File: src/rtl/audio_buffer_ctrl_if.sv
// Signal bundle between the double-buffer read controller and its environment:
// the playback controls, the writer handshake, the RAM read port and the sample outputs.
interface audio_buffer_ctrl_if #(
  parameter int unsigned BUFFER_ADDR_BITS = 9
);
  logic                        play_en;
  logic [7:0]                  wav_channels;
  logic                        audio_buffer_filled_i;
  logic                        sample_req;
  logic [7:0]                  ram_rd_data;
  logic                        buffer_active_sel;
  logic [BUFFER_ADDR_BITS-1:0] buffer_rd_address;
  logic                        audio_buffer_empty_o;
  logic [15:0]                 sample_left;
  logic [15:0]                 sample_right;
  logic                        sample_valid;
  logic                        playing_o;
  logic                        underrun_o;

  // Controller side.
  modport master (
    input  play_en, wav_channels, audio_buffer_filled_i, sample_req, ram_rd_data,
    output buffer_active_sel, buffer_rd_address, audio_buffer_empty_o,
           sample_left, sample_right, sample_valid, playing_o, underrun_o
  );

  // Writer / DAC / RAM side.
  modport slave (
    output play_en, wav_channels, audio_buffer_filled_i, sample_req, ram_rd_data,
    input  buffer_active_sel, buffer_rd_address, audio_buffer_empty_o,
           sample_left, sample_right, sample_valid, playing_o, underrun_o
  );
endinterface

File: src/rtl/audio_buffer_ctrl.sv
// Ping-pong audio buffer reader: plays one RAM half while the writer fills the other,
// assembles 16-bit PCM frames (mono or stereo) from bytes on request, and swaps halves
// when the active one is exhausted, flagging a sticky underrun if no fresh half is ready.
module audio_buffer_ctrl #(
  parameter int unsigned BUFFER_ADDR_BITS = 9
) (
  input logic                 clk,
  input logic                 rst,
  audio_buffer_ctrl_if.master bus
);

  typedef enum logic [1:0] {StWaitFill, StWaitReq, StFetch, StSwap} state_e;

  state_e                      state_q;
  logic                        sel_q;
  logic                        pending_q;
  logic                        playing_q;
  logic                        underrun_q;
  logic                        valid_q;
  logic                        mono_q;
  logic [BUFFER_ADDR_BITS-1:0] addr_q;
  logic [15:0]                 left_q;
  logic [15:0]                 right_q;
  logic [7:0]                  b0_q;
  logic [7:0]                  b1_q;
  logic [7:0]                  b2_q;
  logic [2:0]                  cnt_q;

  logic [2:0] frame_len;
  logic       fill_avail;

  assign frame_len  = mono_q ? 3'd2 : 3'd4;
  // A filled pulse in the same cycle counts as a ready half.
  assign fill_avail = pending_q | bus.audio_buffer_filled_i;

  assign bus.buffer_active_sel    = sel_q;
  assign bus.buffer_rd_address    = addr_q;
  assign bus.audio_buffer_empty_o = ~pending_q;
  assign bus.sample_left          = left_q;
  assign bus.sample_right         = right_q;
  assign bus.sample_valid         = valid_q;
  assign bus.playing_o            = playing_q;
  assign bus.underrun_o           = underrun_q;

  // Control FSM with all outputs registered.
  // In FETCH, cnt_q counts cycles: addresses are issued while cnt_q < N, byte k arrives
  // while cnt_q == k+1 (one-cycle RAM latency), and the last byte is used directly.
  always_ff @(posedge clk) begin
    if (rst) begin
      state_q    <= StWaitFill;
      sel_q      <= 1'b0;
      pending_q  <= 1'b0;
      playing_q  <= 1'b0;
      underrun_q <= 1'b0;
      valid_q    <= 1'b0;
      mono_q     <= 1'b0;
      addr_q     <= '0;
      left_q     <= '0;
      right_q    <= '0;
      b0_q       <= '0;
      b1_q       <= '0;
      b2_q       <= '0;
      cnt_q      <= '0;
    end else begin
      valid_q <= 1'b0;
      if (bus.audio_buffer_filled_i) pending_q <= 1'b1;
      unique case (state_q)
        StWaitFill: begin
          if (bus.sample_req) begin
            valid_q <= 1'b1;
            left_q  <= '0;
            right_q <= '0;
          end
          if (fill_avail) begin
            sel_q     <= ~sel_q;
            pending_q <= 1'b0;
            addr_q    <= '0;
            playing_q <= 1'b1;
            state_q   <= StWaitReq;
          end
        end
        StWaitReq: begin
          if (bus.sample_req) begin
            if (bus.play_en) begin
              state_q <= StFetch;
              cnt_q   <= '0;
              mono_q  <= (bus.wav_channels == 8'd1);
            end else begin
              valid_q <= 1'b1;
              left_q  <= '0;
              right_q <= '0;
            end
          end
        end
        StFetch: begin
          cnt_q <= cnt_q + 3'd1;
          if (cnt_q < frame_len) addr_q <= addr_q + 1'b1;
          if (cnt_q == frame_len) begin
            valid_q <= 1'b1;
            if (mono_q) begin
              left_q  <= {bus.ram_rd_data, b0_q};
              right_q <= {bus.ram_rd_data, b0_q};
            end else begin
              left_q  <= {b1_q, b0_q};
              right_q <= {bus.ram_rd_data, b2_q};
            end
            // Address wrapped to zero means the frame consumed the last byte of the half.
            state_q <= (addr_q == '0) ? StSwap : StWaitReq;
          end else begin
            case (cnt_q)
              3'd1:    b0_q <= bus.ram_rd_data;
              3'd2:    b1_q <= bus.ram_rd_data;
              3'd3:    b2_q <= bus.ram_rd_data;
              default: ;
            endcase
          end
        end
        StSwap: begin
          if (fill_avail) begin
            sel_q     <= ~sel_q;
            pending_q <= 1'b0;
            addr_q    <= '0;
            state_q   <= StWaitReq;
          end else begin
            underrun_q <= 1'b1;
            playing_q  <= 1'b0;
            state_q    <= StWaitFill;
          end
        end
        default: state_q <= StWaitFill;
      endcase
    end
  end

endmodule

File: src/flat_wrapper.sv
// flat-port wrapper written by rule: the top's interface ports become plain ports
module audio_buffer_ctrl_flat 
#(
  parameter int unsigned BUFFER_ADDR_BITS = 9
)
  (clk, rst, bus_play_en, bus_wav_channels, bus_audio_buffer_filled_i, bus_sample_req, bus_ram_rd_data, bus_buffer_active_sel, bus_buffer_rd_address, bus_audio_buffer_empty_o, bus_sample_left, bus_sample_right, bus_sample_valid, bus_playing_o, bus_underrun_o);
  audio_buffer_ctrl_if #(.BUFFER_ADDR_BITS(BUFFER_ADDR_BITS)) bus_i ();
  input logic clk;
  input logic rst;
  input wire logic [$bits(bus_i.play_en)-1:0] bus_play_en;
  input wire logic [$bits(bus_i.wav_channels)-1:0] bus_wav_channels;
  input wire logic [$bits(bus_i.audio_buffer_filled_i)-1:0] bus_audio_buffer_filled_i;
  input wire logic [$bits(bus_i.sample_req)-1:0] bus_sample_req;
  input wire logic [$bits(bus_i.ram_rd_data)-1:0] bus_ram_rd_data;
  output wire logic [$bits(bus_i.buffer_active_sel)-1:0] bus_buffer_active_sel;
  output wire logic [$bits(bus_i.buffer_rd_address)-1:0] bus_buffer_rd_address;
  output wire logic [$bits(bus_i.audio_buffer_empty_o)-1:0] bus_audio_buffer_empty_o;
  output wire logic [$bits(bus_i.sample_left)-1:0] bus_sample_left;
  output wire logic [$bits(bus_i.sample_right)-1:0] bus_sample_right;
  output wire logic [$bits(bus_i.sample_valid)-1:0] bus_sample_valid;
  output wire logic [$bits(bus_i.playing_o)-1:0] bus_playing_o;
  output wire logic [$bits(bus_i.underrun_o)-1:0] bus_underrun_o;
  assign bus_i.play_en = bus_play_en;
  assign bus_i.wav_channels = bus_wav_channels;
  assign bus_i.audio_buffer_filled_i = bus_audio_buffer_filled_i;
  assign bus_i.sample_req = bus_sample_req;
  assign bus_i.ram_rd_data = bus_ram_rd_data;
  assign bus_buffer_active_sel = bus_i.buffer_active_sel;
  assign bus_buffer_rd_address = bus_i.buffer_rd_address;
  assign bus_audio_buffer_empty_o = bus_i.audio_buffer_empty_o;
  assign bus_sample_left = bus_i.sample_left;
  assign bus_sample_right = bus_i.sample_right;
  assign bus_sample_valid = bus_i.sample_valid;
  assign bus_playing_o = bus_i.playing_o;
  assign bus_underrun_o = bus_i.underrun_o;
  audio_buffer_ctrl #(.BUFFER_ADDR_BITS(BUFFER_ADDR_BITS)) u_core (.clk(clk), .rst(rst), .bus(bus_i));
endmodule
File: config.mk
export PLATFORM = sky130hd
export DESIGN_NAME = audio_buffer_ctrl_flat
export DESIGN_NICKNAME = d
export VERILOG_FILES = /design/src/rtl/audio_buffer_ctrl_if.sv /design/src/rtl/audio_buffer_ctrl.sv /design/src/flat_wrapper.sv
export SDC_FILE = /design/constraint.sdc
export NUM_CORES = 1
export LEC_CHECK = 0
export ABC_AREA = 1
export CAP_MARGIN = 25
export CORE_MARGIN = 2
export CORE_UTILIZATION = 30
export CTS_CLUSTER_SIZE = 10
export DETAILED_ROUTE_END_ITERATION = 8
export GPL_ROUTABILITY_DRIVEN = 1
export PLACE_DENSITY = 0.6
export SYNTH_ARGS = -nofsm -noshare
export SYNTH_HDL_FRONTEND = slang
export SYNTH_SLANG_ARGS = --single-unit
File: constraint.sdc
create_clock -name clk -period 1.96 [get_ports clk]
set_clock_uncertainty 0.15 [all_clocks]
set_input_delay 0.294 -clock clk [delete_from_list [all_inputs] [get_ports clk]]
set_output_delay 0.294 -clock clk [all_outputs]
set_load 0.005 [all_outputs]
; Yosys cells after proc, flatten, opt, wreduce, memory -nomap -nowiden
; Index checks and enable logic that the tools add are counted.
[totals]
ff_bits = 76
inputBits = 21
output_inout_bits = 46
[classes]
add_sub_neg = 2
order_cmp = 1
eq_ne = 17
mux = 34
bitwise = 5
reduce_logical = 18
[op_table]
columns = cell, count
row1 = $mux 16, 6
row2 = $pmux 16 s3, 2
row3 = $reduce_and 3->1, 7
row4 = $mux 9, 2
row5 = $pmux 9 s2, 1
row6 = $mux 1, 10
row7 = $mux 2, 5
row8 = $ne 2x2->1 const B, 5
row9 = $add 9x1->9 const B, 1
row10 = $logic_not 9->1, 1
row11 = $mux 3, 3
row12 = $eq 8x1->1 const B, 1
row13 = $mux 8, 1
row14 = $ne 2x1->1 const B, 4
row15 = $pmux 2 s4, 1
row16 = $eq 3x2->1 const B, 2
row17 = $pmux 3 s2, 1
row18 = $reduce_bool 2->1, 3
row19 = $reduce_and 5->1, 1
row20 = $eq 2x2->1 const B, 2
row21 = $not 1->1, 4
row22 = $reduce_and 2->1, 2
row23 = $reduce_and 4->1, 1
row24 = $add 3x1->3 const B, 1
row25 = 10 further kinds, 10

; Depth between registers and ports, before layout
[depth]
word_depth = 4
depth_mapped = 11
depth_no_buf = 11

; Worst setup path after synthesis
; Ideal clock, no wire load.
[synth_timing]
kind = reg-to-reg
startpoint = register u_core.cnt_q[1]
endpoint = register u_core.left_q[10] (netlist: u_core.bus.sample_left[10])
t_arrival_ns = 1.455
required_ns = 1.693
slack_ns = 0.238
stages_incl_launch_ff = 11
n_path_buf = 1
period_less_slack_ns = 1.722
cell_sequence = dfxtp_1 > inv_1 > ha_1 > nand2_1 > nor2_4 > nor2_8 > nor2_8 > inv_4 > buf_6 > a21oi_1 > nor2_1
[synth_via]
elab_chain_len = 3
[synth_lines]
columns = item, line_no
row1 = from (decl), audio_buffer_ctrl.sv:27  ; logic [2:0] cnt_q;
row2 = from (signal assigned), audio_buffer_ctrl.sv:96  ; cnt_q <= cnt_q + 3'd1;
row3 = $eq 3x3->1, audio_buffer_ctrl.sv:98  ; if (cnt_q == frame_len) begin
row4 = $ne 2x1->1 (no line), n/a
row5 = $reduce_and 5->1 (no line), n/a
row6 = to (signal assigned), audio_buffer_ctrl.sv:101  ; left_q <= {bus.ram_rd_data, b0_q};
row7 = to (signal assigned), audio_buffer_ctrl.sv:104  ; left_q <= {b1_q, b0_q};
row8 = to (decl), audio_buffer_ctrl.sv:22  ; logic [15:0] left_q;
; No other way between the ends.
; A chain may end at the register's enable or synchronous reset.

; Worst setup path in the final report
[layout_timing]
startpoint = register u_core.cnt_q[1]
endpoint = register u_core.b1_q[5]
[layout_via]
elab_chain_len = 3
elab_cells_between_ends = 4
[layout_lines]
columns = item, line_no
row1 = $eq 3x3->1, audio_buffer_ctrl.sv:98
row2 = $not 1->1 (no line), n/a
row3 = $reduce_and 3->1 (no line) *, n/a
row4 = to (signal assigned), audio_buffer_ctrl.sv:112  ; 3'd2: b1_q <= bus.ram_rd_data;
row5 = to (decl), audio_buffer_ctrl.sv:25  ; logic [7:0] b1_q;
; Every way passes the cells marked *; elsewhere a longest branch is shown, timed or not.

==> PnR_summary.wiki <==
{| class="wikitable"
! Metric !! Value
|-
| Tcrit/Tclk final || 0.9291
|-
| Relative contribution of the clock network to total power || 0.335
|-
| Highest-delay cell along the critical path || sky130_fd_sc_hd__dfxtp_1
|-
| Average detailed-routed wire length per instance || 12.93 um
|-
| Syn nets || 529
|-
| Post-DP HPWL || 6.646 mm
|-
| Number of synthesized register bits || 76
|-
| Net count of the finished layout || 603
|-
| Detailed-route wire length || 9.283 mm
|-
| Die area || 12770 sq um
|-
| Sequential area share after synthesis || 0.4268
|-
| Comb power frac || 0.325
|-
| Internal power || roughly 3.6 mW
|-
| CTS buffer count || 9
|-
| Status || finished with violations
|-
| RSZ-0062 raised after global routing || false
|-
| Highest fanout seen on the critical path || 7
|-
| Peak supply drop || ~0.00047 V
|-
| Clock transition at the registers of the reported paths || 60 ps
|-
| Proportion of power drawn by flip-flops and latches || 0.339
|-
| Boundary Pins || 67
|-
| Critical path launch point type || flip-flop
|-
| Cells after synthesis || 496
|-
| Initial core utilization || 0.3095
|-
| Number of warnings printed during yosys synthesis || 0
|-
| Type of the worst min-delay path || reg2reg
|-
| Total grt overflow || 0
|-
| Failing checks || design-rule violations
|-
| Number of buffers between clock root and the deepest sink || 2
|-
| Largest net degree at the start of global routing || 48
|-
| Routed vias || 3381
|-
| Layout cell share with drive strength beyond 1 || 0.09391
|-
| Clock tree from TritonCTS || built
|-
| Clock root buffer || sky130_fd_sc_hd__clkbuf_16
|-
| RePlAce Congestion || between 0.8 and 0.9
|-
| Number of buffers inserted by hold repair at cts || 0
|-
| Leak pwr || 1.863 nW
|-
| Switching power total || 1.824 mW
|-
| Critical path endpoint category || flip-flop
|-
| Max Slew Vio Count || 0
|-
| Signal arrival time at the worst endpoint || 1890 ps
|-
| Total of endpoints with negative setup slack in the final report || 0
|-
| Number of antenna-violating nets in the routed design || 0
|-
| Total negative slack || 0 ps
|-
| Number of remaining DRC errors || 4
|-
| Clock H-tree levels || 3
|-
| Required time of the critical path || 2030 ps
|-
| Start-to-end type of the worst setup path || reg2reg
|-
| Worst-case hold slack || 302.5 ps
|-
| Clock latency on the worst-skew pair || roughly 340 ps
|-
| Global-route wire length before repair || 14.87 mm
|-
| Clk sink count || 76
|-
| Initial antenna violation count || 0
|-
| Cell chain of the critical path || inv_1, ha_1, nand2_2, nor2_4, nor2_8, buf_6, nand3_2, nand2_1, a21oi_1
|-
| CORE AREA || 11520 sq um
|-
| Cell area after technology mapping || 3565 sq um
|-
| Post-synth cell types || 30
|-
| Final worst path period need || 1821 ps
|-
| Highest attainable clock frequency || 549.2 MHz
|-
| Per-cell via count in the routed design || 4.709
|-
| Per-instance average area after synthesis || 7.187 sq um
|-
| Setup slack of the critical path after layout || 139.0 ps
|-
| TritonRoute pass-1 iters || 6
|-
| Antenna fix cells || 0
|-
| Worst max-slew margin expressed relative to the limit || 0.7386
|-
| Fin. Hold Viols || 0
|-
| Max-cap violation count || 0
|-
| R2R Setup Slk || 140 ps
|-
| Die extent in y || ~110 um
|-
| Actual transition at the worst max-transition pin || ~390 ps
|-
| Switching share of power || 0.3384
|-
| Number of buffers inserted by port buffering || 66
|-
| Power Dens Cells || 1124 nW/um^2
|-
| Delay contributed by the slowest stage of the critical path || 330 ps
|-
| Drt first-iter violations || 139
|-
| Syn-to-layout area delta || 34.50%
|-
| Placement row count || 39
|-
| Overall die width || 113.0 um
|-
| Aggregate global-route resource usage || 0.1454
|-
| Vias in the first global route || between 3000 and 4000
|-
| Worst setup timing slack at the placement stage || ~44 ps
|}
[worst max-delay path: cells and delay by family, from the launching register on]
kind / cells / cell delay [ps]
simple gates: 5 / 630
flops: 1 / 330
fa+ha+maj: 1 / 320
buf+inv: 2 / 220
compound gates: 1 / 60
[logic make-up (layout without fill, tap and decap cells)]
kind of cell,Yosys count,after routing,share of synthesized area
DFF,76,76,0.4268
AOI/OAI and AO/OA,101,101,0.1478
adders and majority gates,12,12,0.04212
and+or+nand+nor,239,240,0.2959
buffers and inverters,68,146,0.08740
[power groups by stage]
stage          Sequential [mW]  Clock [mW]  Combinational [mW]
2_1_floorplan             1.85           0                1.13
3_3_place_gp              1.86           0                1.67
3_5_place_dp              1.86           0                1.69
4_1_cts                   1.83        1.86                1.69
5_1_grt                   1.85        1.93                1.94
6_report                  1.83        1.81                1.75
[cell usage after synthesis]
master | instances | share of area
sky130_fd_sc_hd__buf_4 | 4 | 0.0084
sky130_fd_sc_hd__o21ai_1 | 1 | 0.0014
sky130_fd_sc_hd__nor2_8 | 2 | 0.011
sky130_fd_sc_hd__a21oi_4 | 1 | 0.0046
sky130_fd_sc_hd__nand3_4 | 1 | 0.0049
sky130_fd_sc_hd__o21ai_0 | 26 | 0.037
sky130_fd_sc_hd__a211oi_1 | 1 | 0.0021
sky130_fd_sc_hd__inv_2 | 2 | 0.0021
sky130_fd_sc_hd__inv_4 | 2 | 0.0035
sky130_fd_sc_hd__nand3_2 | 1 | 0.0028
sky130_fd_sc_hd__nand2_2 | 2 | 0.0035
sky130_fd_sc_hd__nor2_2 | 1 | 0.0018
sky130_fd_sc_hd__ha_1 | 12 | 0.042
sky130_fd_sc_hd__buf_2 | 5 | 0.0070
sky130_fd_sc_hd__a21oi_1 | 70 | 0.098
sky130_fd_sc_hd__nand3_1 | 34 | 0.048
sky130_fd_sc_hd__nor3_1 | 4 | 0.0056
sky130_fd_sc_hd__clkinv_1 | 1 | 0.0011
sky130_fd_sc_hd__nand4_1 | 10 | 0.018
sky130_fd_sc_hd__inv_1 | 42 | 0.044
sky130_fd_sc_hd__nor2_1 | 68 | 0.072
sky130_fd_sc_hd__clkbuf_1 | 7 | 0.0074
sky130_fd_sc_hd__buf_6 | 4 | 0.013
sky130_fd_sc_hd__a21oi_2 | 2 | 0.0049
sky130_fd_sc_hd__buf_1 | 1 | 0.0011
sky130_fd_sc_hd__nand2_1 | 111 | 0.12
sky130_fd_sc_hd__nor4b_1 | 1 | 0.0025
sky130_fd_sc_hd__nor4_1 | 2 | 0.0035
sky130_fd_sc_hd__dfxtp_1 | 76 | 0.43
sky130_fd_sc_hd__nor2_4 | 2 | 0.0063
[timing repair]
item                       in CTS  in global routing
hold endpoints to repair        0                  0
setup endpoints to repair       0                 51
resized for setup               0                 11
setup buffers                   0                  2
[registers in the layout, summed over array words and instances, names as in the netlist]
signal                        cells
u_core.b1_q                       8
u_core.b2_q                       8
u_core.bus.playing_o              1
u_core.cnt_q                      3
u_core.bus.underrun_o             1
u_core.state_q                    2
u_core.b0_q                       8
u_core.pending_q                  1
u_core.bus.sample_right          16
u_core.mono_q                     1
u_core.bus.buffer_active_sel      1
u_core.bus.sample_valid           1
u_core.bus.buffer_rd_address      9
u_core.bus.sample_left           16
[cell usage in the layout (no fill, tap or decap)]
cell type                         netlist  final
sky130_fd_sc_hd__nand2_1              111    108
sky130_fd_sc_hd__dfxtp_1               76     74
sky130_fd_sc_hd__a21oi_1               70     70
sky130_fd_sc_hd__nor2_1                68     68
sky130_fd_sc_hd__clkdlybuf4s50_1        0     66
sky130_fd_sc_hd__inv_1                 42     42
sky130_fd_sc_hd__nand3_1               34     34
sky130_fd_sc_hd__o21ai_0               26     26
sky130_fd_sc_hd__buf_4                  4     13
sky130_fd_sc_hd__ha_1                  12     12
sky130_fd_sc_hd__nand4_1               10     10
sky130_fd_sc_hd__clkbuf_16              0      9
sky130_fd_sc_hd__nand2_2                2      5
sky130_fd_sc_hd__nor3_1                 4      4
sky130_fd_sc_hd__nor2_4                 2      2
sky130_fd_sc_hd__nor2_8                 2      2
sky130_fd_sc_hd__nand3_4                1      2
sky130_fd_sc_hd__a21oi_2                2      2
sky130_fd_sc_hd__nor4_1                 2      2
sky130_fd_sc_hd__clkinvlp_4             0      2
sky130_fd_sc_hd__bufinv_16              0      2
sky130_fd_sc_hd__buf_6                  4      2
sky130_fd_sc_hd__buf_12                 0      2
sky130_fd_sc_hd__dfxtp_2                0      2
sky130_fd_sc_hd__inv_2                  2      1
sky130_fd_sc_hd__inv_4                  2      1
sky130_fd_sc_hd__nor2_2                 1      1
sky130_fd_sc_hd__a21oi_4                1      1
sky130_fd_sc_hd__inv_8                  0      1
sky130_fd_sc_hd__clkinv_2               0      1
sky130_fd_sc_hd__clkinv_1               1      1
sky130_fd_sc_hd__o21ai_1                1      1
sky130_fd_sc_hd__a211oi_1               1      1
sky130_fd_sc_hd__nor4b_1                1      1
sky130_fd_sc_hd__inv_6                  0      1
sky130_fd_sc_hd__clkbuf_1               7      1
sky130_fd_sc_hd__clkbuf_8               0      1
sky130_fd_sc_hd__nand3_2                1      1
[per-layer routing]
metal,vias up,global-route usage,wire length (um)
met3,11,0.03749,362
met1,1540,0.1830,4281
li1,1769,-,-
met2,61,0.2451,4512
met4,0,0.04390,127
met5,-,0,0
[cell type report]
type,count,area [sq um]
Multi-Input combinational cell,353,1757
Clock inverter,5,83.83
Inverter,47,187.7
Sequential cell,76,1524
Timing Repair Buffer,83,820.8
Tap cell,143,178.9
Fill cell,1168,6721
Clock buffer,11,242.7
[stage by stage]
| step | cells | utilization | total power [mW] | area (sq um) |
|---|---|---|---|---|
| after CTS | 715 | 0.4115 | 5.381 | 4738 |
| final | 718 | 0.4163 | 5.391 | 4795 |
| after detailed placement | 699 | 0.3831 | 3.549 | 4412 |
| after global routing | 718 | 0.4163 | 5.717 | 4795 |
| after global placement | 699 | 0.3831 | 3.527 | 4412 |
| after floorplan | 496 | - | 2.985 | 3565 |
[path summary, 6_finish.rpt]
kind / cells past startpoint / end / start
setup / recovery: 9 / u_core.b1_q[5]$_SDFFE_PP0P_ / u_core.cnt_q[1]$_SDFFE_PP0P_
hold / removal: 1 / u_core.bus.buffer_active_sel$_SDFFE_PP0P_ / u_core.bus.buffer_active_sel$_SDFFE_PP0P_
setup reg to reg: 9 / u_core.b1_q[5]$_SDFFE_PP0P_ / u_core.cnt_q[1]$_SDFFE_PP0P_
hold reg to reg: 1 / u_core.bus.buffer_active_sel$_SDFFE_PP0P_ / u_core.bus.buffer_active_sel$_SDFFE_PP0P_
No activity file was read; power rests on OpenSTA's default activity.
